File: src/rtl/pixel_frame_fifo_if.sv
// Avalon-ST pixel stream bundle: {data, sop, eop} plus valid/ready handshake.
// Latency: none (wires only).
// Backpressure: ready flows from slave to master; a beat moves when valid & ready.
// Signals: data[WIDTH-1:0], sop, eop, valid (master->slave); ready (slave->master).
interface pixel_frame_fifo_if #(
  parameter int WIDTH = 12
);
  logic [WIDTH-1:0] data;
  logic             sop;
  logic             eop;
  logic             valid;
  logic             ready;

  modport master (output data, sop, eop, valid, input ready);
  modport slave  (input data, sop, eop, valid, output ready);
endinterface

File: src/rtl/pixel_frame_fifo.sv
// Frame-aligned show-ahead pixel FIFO between the filter selection stage and the display path.
// Latency: a beat accepted into an empty FIFO is at the source one cycle later.
// Backpressure: snk.ready depends on registered state only (!full, or 1 while hunting for sop).
//
// Ports:
//   clk, reset     : clock (rising edge), asynchronous active-low reset
//   snk (slave)    : sink side   -- data_in/sop_in/eop_in/valid_in in, ready_out out
//   src (master)   : source side -- data_out/sop_out/eop_out/valid_out out, ready_in in
//   fill_level     : registered number of stored entries, 0..DEPTH
//   frame_err      : registered one-cycle pulse, the cycle after a malformed beat is accepted
// Optional: define PIXEL_FRAME_FIFO_LENCHECK_EN to also flag frames whose length != FRAME_PIXELS.
module pixel_frame_fifo #(
  parameter int WIDTH        = 12,
  parameter int DEPTH        = 16,
  parameter int FRAME_PIXELS = 76800
) (
  input  logic                     clk,
  input  logic                     reset,
  pixel_frame_fifo_if.slave        snk,
  pixel_frame_fifo_if.master       src,
  output logic [$clog2(DEPTH):0]   fill_level,
  output logic                     frame_err
);

  localparam int AW = $clog2(DEPTH);
  localparam int CW = $clog2(FRAME_PIXELS + 1);

  typedef enum logic {WAIT_SOP = 1'b0, IN_FRAME = 1'b1} state_t;

  state_t           state_q, state_d;
  logic [AW:0]      wr_ptr_q, rd_ptr_q;
  logic [AW:0]      fill_q;
  logic [CW-1:0]    cnt_q, cnt_d, cnt_inc;
  logic             frame_err_q, frame_err_d;
  logic [WIDTH+1:0] mem_q [DEPTH];

  logic full, empty, accept, wr_en, rd_en;

  assign empty = (wr_ptr_q == rd_ptr_q);
  assign full  = (wr_ptr_q[AW] != rd_ptr_q[AW]) && (wr_ptr_q[AW-1:0] == rd_ptr_q[AW-1:0]);

  // While hunting for sop every beat is taken (and mostly dropped), so ready stays high there.
  assign snk.ready = !full || (state_q == WAIT_SOP);
  assign accept    = snk.valid && snk.ready;
  assign rd_en     = !empty && src.ready;

  assign src.valid = !empty;
  assign {src.sop, src.eop, src.data} = empty ? '0 : mem_q[rd_ptr_q[AW-1:0]];

  assign fill_level = fill_q;
  assign frame_err  = frame_err_q;

  // Pixel count saturates instead of wrapping so an overlong frame never aliases a legal length.
  assign cnt_inc = (cnt_q == {CW{1'b1}}) ? cnt_q : cnt_q + CW'(1);

  always_comb begin
    state_d     = state_q;
    cnt_d       = cnt_q;
    frame_err_d = 1'b0;
    wr_en       = 1'b0;
    case (state_q)
      WAIT_SOP: begin
        // A sop arriving while full cannot be stored; it is dropped and the whole frame is
        // discarded by staying here until the next sop.
        if (accept && snk.sop && !full) begin
          wr_en   = 1'b1;
          cnt_d   = CW'(1);
          state_d = snk.eop ? WAIT_SOP : IN_FRAME;
        end
      end
      IN_FRAME: begin
        if (accept && !full) begin
          wr_en = 1'b1;
          if (snk.sop) begin
            // Premature sop: the beat starts a fresh frame.
            cnt_d       = CW'(1);
            frame_err_d = 1'b1;
            if (snk.eop) state_d = WAIT_SOP;
          end else begin
            cnt_d = cnt_inc;
            if (snk.eop) begin
              state_d = WAIT_SOP;
`ifdef PIXEL_FRAME_FIFO_LENCHECK_EN
              frame_err_d = (cnt_inc != CW'(FRAME_PIXELS));
`endif
            end
          end
        end
      end
      default: state_d = WAIT_SOP;
    endcase
  end

  always_ff @(posedge clk or negedge reset) begin
    if (!reset) begin
      state_q     <= WAIT_SOP;
      cnt_q       <= '0;
      frame_err_q <= 1'b0;
      wr_ptr_q    <= '0;
      rd_ptr_q    <= '0;
      fill_q      <= '0;
    end else begin
      state_q     <= state_d;
      cnt_q       <= cnt_d;
      frame_err_q <= frame_err_d;
      if (wr_en) wr_ptr_q <= wr_ptr_q + 1'b1;
      if (rd_en) rd_ptr_q <= rd_ptr_q + 1'b1;
      case ({wr_en, rd_en})
        2'b10:   fill_q <= fill_q + 1'b1;
        2'b01:   fill_q <= fill_q - 1'b1;
        default: fill_q <= fill_q;
      endcase
    end
  end

  // Storage needs no reset; the pointers define which entries are live.
  always_ff @(posedge clk) begin
    if (wr_en) mem_q[wr_ptr_q[AW-1:0]] <= {snk.sop, snk.eop, snk.data};
  end

endmodule

File: src/flat_wrapper.sv
// flat-port wrapper written by rule: the top's interface ports become plain ports
module pixel_frame_fifo_flat 
#(
  parameter int WIDTH        = 12,
  parameter int DEPTH        = 16,
  parameter int FRAME_PIXELS = 76800
)
  (clk, reset, fill_level, frame_err, snk_data, snk_sop, snk_eop, snk_valid, snk_ready, src_data, src_sop, src_eop, src_valid, src_ready);
  pixel_frame_fifo_if #(.WIDTH(WIDTH)) snk_i ();
  pixel_frame_fifo_if #(.WIDTH(WIDTH)) src_i ();
  input  logic clk;
  input  logic reset;
  output logic [$clog2(DEPTH):0] fill_level;
  output logic frame_err;
  input wire logic [$bits(snk_i.data)-1:0] snk_data;
  input wire logic [$bits(snk_i.sop)-1:0] snk_sop;
  input wire logic [$bits(snk_i.eop)-1:0] snk_eop;
  input wire logic [$bits(snk_i.valid)-1:0] snk_valid;
  output wire logic [$bits(snk_i.ready)-1:0] snk_ready;
  output wire logic [$bits(src_i.data)-1:0] src_data;
  output wire logic [$bits(src_i.sop)-1:0] src_sop;
  output wire logic [$bits(src_i.eop)-1:0] src_eop;
  output wire logic [$bits(src_i.valid)-1:0] src_valid;
  input wire logic [$bits(src_i.ready)-1:0] src_ready;
  assign snk_i.data = snk_data;
  assign snk_i.sop = snk_sop;
  assign snk_i.eop = snk_eop;
  assign snk_i.valid = snk_valid;
  assign snk_ready = snk_i.ready;
  assign src_data = src_i.data;
  assign src_sop = src_i.sop;
  assign src_eop = src_i.eop;
  assign src_valid = src_i.valid;
  assign src_i.ready = src_ready;
  pixel_frame_fifo #(.WIDTH(WIDTH), .DEPTH(DEPTH), .FRAME_PIXELS(FRAME_PIXELS)) u_core (.clk(clk), .reset(reset), .snk(snk_i), .src(src_i), .fill_level(fill_level), .frame_err(frame_err));
endmodule
File: config.mk
export PLATFORM = sky130hd
export DESIGN_NAME = pixel_frame_fifo_flat
export DESIGN_NICKNAME = d
export VERILOG_FILES = /design/src/rtl/pixel_frame_fifo_if.sv /design/src/rtl/pixel_frame_fifo.sv /design/src/flat_wrapper.sv
export SDC_FILE = /design/constraint.sdc
export NUM_CORES = 1
export LEC_CHECK = 0
export ABC_AREA = 1
export BUFFER_PORTS_ARGS = -buffer_cell sky130_fd_sc_hd__buf_2
export CORE_AREA = 10 10 142 144
export DETAILED_ROUTE_END_ITERATION = 16
export DIE_AREA = 0 0 152 154
export PLACE_DENSITY = 0.9
export SKIP_LAST_GASP = 1
export SYNTH_ARGS = -nofsm -noshare
export SYNTH_HDL_FRONTEND = slang
export SYNTH_SLANG_ARGS = --single-unit
export TNS_END_PERCENT = 10
File: constraint.sdc
create_clock -name clk -period 3.55 [get_ports clk]
set_input_delay 0.1775 -clock clk [delete_from_list [all_inputs] [get_ports clk]]
set_output_delay 0.1775 -clock clk [all_outputs]
set_load 0.05 [all_outputs]
# == After elaboration in Yosys (flattened, before gate mapping) ==
# Memory sizes are Yosys's and may differ from the RTL's.
# Cells that the tools add are included.
# op_classes
add_sub_neg,4
eq_ne,5
muxes,14
bitwise_logic,1
n_reduce_logical,10
# op_table
operator,n
$add 5x1->5 const B,3
$mux 14,1
$mux 1,10
$pmux 5 s2,1
$logic_and 1x1->1,6
$eq 5x5->1,1
$sub 5x1->5 const B,1
$eq 4x4->1,1
$pmux 1 s2,2
$eq 2x1->1 const B,1
$eq 2x2->1 const B,1
$logic_not 1->1,2
$reduce_bool 2->1,1
$logic_or 1x1->1,1
$ne 1x1->1,1
$not 1->1,1
# totals
register_bits,17
ram_bits,224
inputBits,18
out_inout_bits,22
word_cells,40
mem_count,1
# mem_list
name,words,width,rd,rd_clocked_by_memory_dff,wr,line_no,text
u_core.mem_q,16,14,1,0,1,pixel_frame_fifo.sv:35,logic [WIDTH+1:0] mem_q [DEPTH];

# == Depth between registers and ports, before layout ==
# logic_depth
ltp_word,11
mapped_depth,18
mapped_depth_nobuf,17

# == Worst setup path before layout ==
# No wires, ideal clock.
# synth_path
path_kind,register to register
startpoint,reg u_core.rd_ptr_q[1]
endpoint,"reg u_core.fill_q[4], in the netlist u_core.fill_level[4]"
arrival_ns,2.466
setup_slack_ns,0.966
path_stages_with_launch,18
n_path_buf,1
period_less_slack_ns,2.584
cell_sequence,dfrtp_1 -> buf_4 -> nand2_1 -> nand2_2 -> nor2_4 -> nand3_2 -> nand2_2 -> inv_2 -> ha_1 -> xor2_1 -> ha_1 -> inv_1 -> nand2_1 -> nand3_1 -> nand2_1 -> xor2_1 -> nand2_1 -> nand2_1
# synth_between
word_cells_on_any_way,18
# synth_rtl
element,line_no,text
from (decl),pixel_frame_fifo.sv:31,"logic [AW:0] wr_ptr_q, rd_ptr_q;"
from (signal assigned),pixel_frame_fifo.sv:107,if (rd_en) rd_ptr_q <= rd_ptr_q + 1'b1;
$eq 5x5->1 (*),pixel_frame_fifo.sv:39,assign empty = (wr_ptr_q == rd_ptr_q);
$logic_not 1->1 (*),-,
net src_valid,flat_wrapper.sv:23,output wire logic [$bits(src_i.valid)-1:0] src_valid;
$logic_and 1x1->1 (*),pixel_frame_fifo.sv:45,assign rd_en = !empty && src.ready;
net u_core.rd_en,pixel_frame_fifo.sv:37,"logic full, empty, accept, wr_en, rd_en;"
$eq 2x1->1 / $eq 2x2->1 (equally long branches),pixel_frame_fifo.sv:108,"case ({wr_en, rd_en})"
$pmux 5 s2 / $reduce_bool 2->1 (equally long branches),-,
to (signal assigned),pixel_frame_fifo.sv:109,2'b10: fill_q <= fill_q + 1'b1;
to (signal assigned),pixel_frame_fifo.sv:110,2'b01: fill_q <= fill_q - 1'b1;
to (signal assigned),pixel_frame_fifo.sv:111,default: fill_q <= fill_q;
to (decl),pixel_frame_fifo.sv:32,logic [AW:0] fill_q;
# Mark *: on every way through the listed nets, which the timed path passes. The rest lies on a longest branch.
# A chain may end at the register's enable or synchronous reset.

# == Worst setup path in the final report ==
# layout_path
startpoint,reg u_core.rd_ptr_q[0]
endpoint,out src_data[9]
# layout_between
elab_chain_cells,2
word_cells_on_any_way,3
# layout_lines
element,line_no,text
$mem_v2 16x14 / $eq 5x5->1 (equally long branches),-,
$mux 14 (*),pixel_frame_fifo.sv:48,"assign {src.sop, src.eop, src.data} = empty ? '0 : mem_q[rd_ptr_q[AW-1:0]];"
to (decl),flat_wrapper.sv:20,output wire logic [$bits(src_i.data)-1:0] src_data;
# Every way passes the cells marked *; elsewhere a longest branch is shown, timed or not.

==> results.cfg <==
[run_status]
status = complete, no violations

[pwr]
p_int_w = 0.005883
p_sw_share_pct = 42.78
power.density_mw_per_mm2 = 869.7
p_switching_w = 0.004399
power_frac_clock_pct = 23.4
p_comb_share_pct = 41.8
irDropWorstVdd_uv = 863.3
p_total_w = 0.01028
total_leakage_power_nw = 4.890
seqPwrFrac_pct = 34.8

[routing]
wl_per_cell_um = 18.86
drt_iter0_markers = 1142
met2WireLength_um = 12460
dr.pass1.iters = 6
wl_met3_um = 2239
antenna_left = 0
drt-vias-per-instance = 5.849
m1WireLength_um = 8816
totalWireLength_um = 24560
via_count = 7616
dr.max_layer_used = met4
drc = 0

[clocking]
cts_tree = done
cts_made_buffers = 22
clkSinkCount = 241
cts_root_buffer = clkbuf_16
ctsHtreeMaxLevel = 1
clk_pin_slew_ps = 60
clkLatencyLatePin_ps = 520
clk_path_buf_depth = 3

[yosys]
synth.largest_area_cell = edfxtp_1
synth-seq-cells = 241
synth_area_sq_mm = 0.01060
syn_nets = 1049
syn_inst = 1022
yosysWarnings = 0
ys.flop_type = edfxtp_1
synth_edf_count = 224
ys_async_sr_fraction_pct = 7.054
synth.area.top_cells = edfxtp_1 (63%), nand2_1 (11%), nand3_1 (4.4%), inv_1 (4.1%), dfrtp_1 (4.0%)
syn_area_per_cell_sq_um = 10.37
synth_top_area_share_pct = 63.48
yosysSeqAreaShare_pct = 67.49
ys_types = 29

[placed_design]
portBuffers = 39
hpwl_um = 14220
gp_congestion = 0.8941

[floorplanning]
die_h_um = 154
die_area_sq_mm = 0.02341
die_x_um = 152
rows = 48
io-pin-count = 40
fp.coreArea_sq_mm = 0.01718
start_util_pct = 61.69

[critical_path]
rr_worst_depth = 16
arrival_ps = 3110
cp_slowest_cell = dfrtp_4
critPathLaunchType = flop
worst_r2r_endpoint = u_core.fill_level[4]
r2r_slack_ps = 560
crit_family = buffers and inverters
cpPeakStageDelay_ps = 600
end_kind = output port
cp_max_fo = 94
crit_type = reg2out
r2r_start = u_core.rd_ptr_q[2]
path_cells = buf_6 -> nor2_1 -> nor2_1 -> o21ai_0 -> nand3_1 -> nand3_1 -> a21oi_1 -> buf_2
crit_required_ps = 3370
crit_buf_inv = 2

[grt]
grt_pass1_wl_um = 38770
grt_max_degree = 114
grt_overflow = 0
grt_util_all_layers_pct = 20.11
grt_pass1_vias = 7310
antenna_found_initial = 0

[layout]
layout.nets = 1090
area_growth_pct = 11.57
multi_input_area_sq_mm = 0.002770
regArea_sq_mm = 0.007157
drive_above_1_share_pct = 11.79
final.fill_count = 1090
diodes = 0

[timing]
hold_viol_final = 0
rsz0062_at_grt = false
skew_ps = 15.95
min_period_ps = 3289
max_slew_margin_pct = 50.83
worstMarginPinSlew_ps = 737.6
setup_tns_ps = 0
maxSlewViolCount = 0
period_share_pct = 92.65
max_clock_freq_mhz = 304.0
setup_viol = 0

[hold_path]
hold_start = src_ready
holdPathStages = 3
hp-class = in2reg
worstHoldEndpoint = u_core.rd_ptr_q[0]

[job]
drv_cap = 0
-- stage by stage --
step	cells	setup slack (ps)	cell area [sq um]	hold WS (ps)	utilization, %
detailed placement	1262	709.1	11070	132.0	64.43
global placement	1262	858.3	11070	121.7	64.43
finish	1302	260.8	11820	5.073	68.83
CTS	1302	219.0	11820	2.401	68.81
floorplan	1022	966.3	10600	-118.1	-
global route	1302	118.2	11820	17.01	68.83
-- timing repair --
item	in CTS	in global routing
gates resized for setup	0	1
endpoints found under the hold margin	19	0
hold buffers	2	0
setup endpoints to repair	0	1
setup buffers	0	0
-- cells by family after synthesis --
| family | Yosys count | synth area share (%) |
|---|---|---|
| AOI/OAI and AO/OA | 68 | 3.259 |
| xor gates and xnor gates | 12 | 0.9918 |
| adders and majority gates | 9 | 1.063 |
| DFF | 241 | 67.49 |
| buffers and inverters | 173 | 7.073 |
| and+or+nand+nor | 519 | 20.12 |
-- cell type report --
cell class,instances,area share (%)
Multi-Input combinational cell,608,23.43
Tap cell,225,2.381
Clock buffer,27,4.815
Inverter,126,4.043
Clock inverter,11,1.376
Timing Repair Buffer,64,3.418
Sequential cell,241,60.54
-- per-layer routing --
metal  vias up  global-route usage, %
met5         -                      0
met1      3556                  24.92
li1       3423                      -
met4         0                  9.033
met2       532                  34.64
met3       105                  2.455
-- power groups by stage --
stage	Combinational (W)	Sequential, W	Clock, W
finish	0.00430	0.00357	0.00241
CTS	0.00424	0.00356	0.00242
detailed placement	0.00414	0.00362	0
global placement	0.00398	0.00360	0
floorplan	0.00308	0.00363	0
global route	0.00464	0.00359	0.00254
-- synthesized netlist by cell type (5+ instances only) --
cell type	number
o21ai_0	47
xor2_1	6
inv_2	8
dfrtp_1	17
buf_1	5
buf_4	12
inv_1	116
clkbuf_1	10
a21oi_1	15
nor2_1	87
nand3_1	93
xnor2_1	6
nand2_1	314
edfxtp_1	224
nor3_1	15
ha_1	9
buf_2	16
-- flip-flops by register name, indices dropped and copies added, names as in the netlist --
register / cells
u_core.mem_q: 224
u_core.fill_level: 5
u_core.rd_ptr_q: 5
u_core.wr_ptr_q: 5
u_core.frame_err: 1
u_core.state_q: 1
-- worst max path at each step --
stage,to,slack (ps),cells past startpoint,startpoint
5_1_grt,src_data[9],120,8,u_core.rd_ptr_q[0]
2_1_floorplan,u_core.fill_level[4],970,17,u_core.rd_ptr_q[1]
3_5_place_dp,u_core.fill_level[4],710,16,u_core.rd_ptr_q[2]
6_report,src_data[9],260,8,u_core.rd_ptr_q[0]
3_3_place_gp,u_core.fill_level[4],860,16,u_core.rd_ptr_q[2]
4_1_cts,src_data[9],220,8,u_core.rd_ptr_q[0]
-- tightest hold or removal path: stages --
cell	delay (ps)
buf_2	100
nand2_2	120
xor2_1	80
-- cells in the final DEF, fill, tap and decap left out, types with 6 or more instances in the layout --
master / count
nor3_2: 15
edfxtp_1: 224
buf_4: 21
a21oi_1: 15
nor2_1: 87
xor2_1: 6
inv_1: 116
clkbuf_16: 22
nand3_1: 93
o21ai_0: 47
ha_1: 9
dfrtp_1: 15
nand2_1: 314
xnor2_1: 6
inv_2: 8
buf_2: 39
Note: power is estimated with default switching activity, not from simulation.
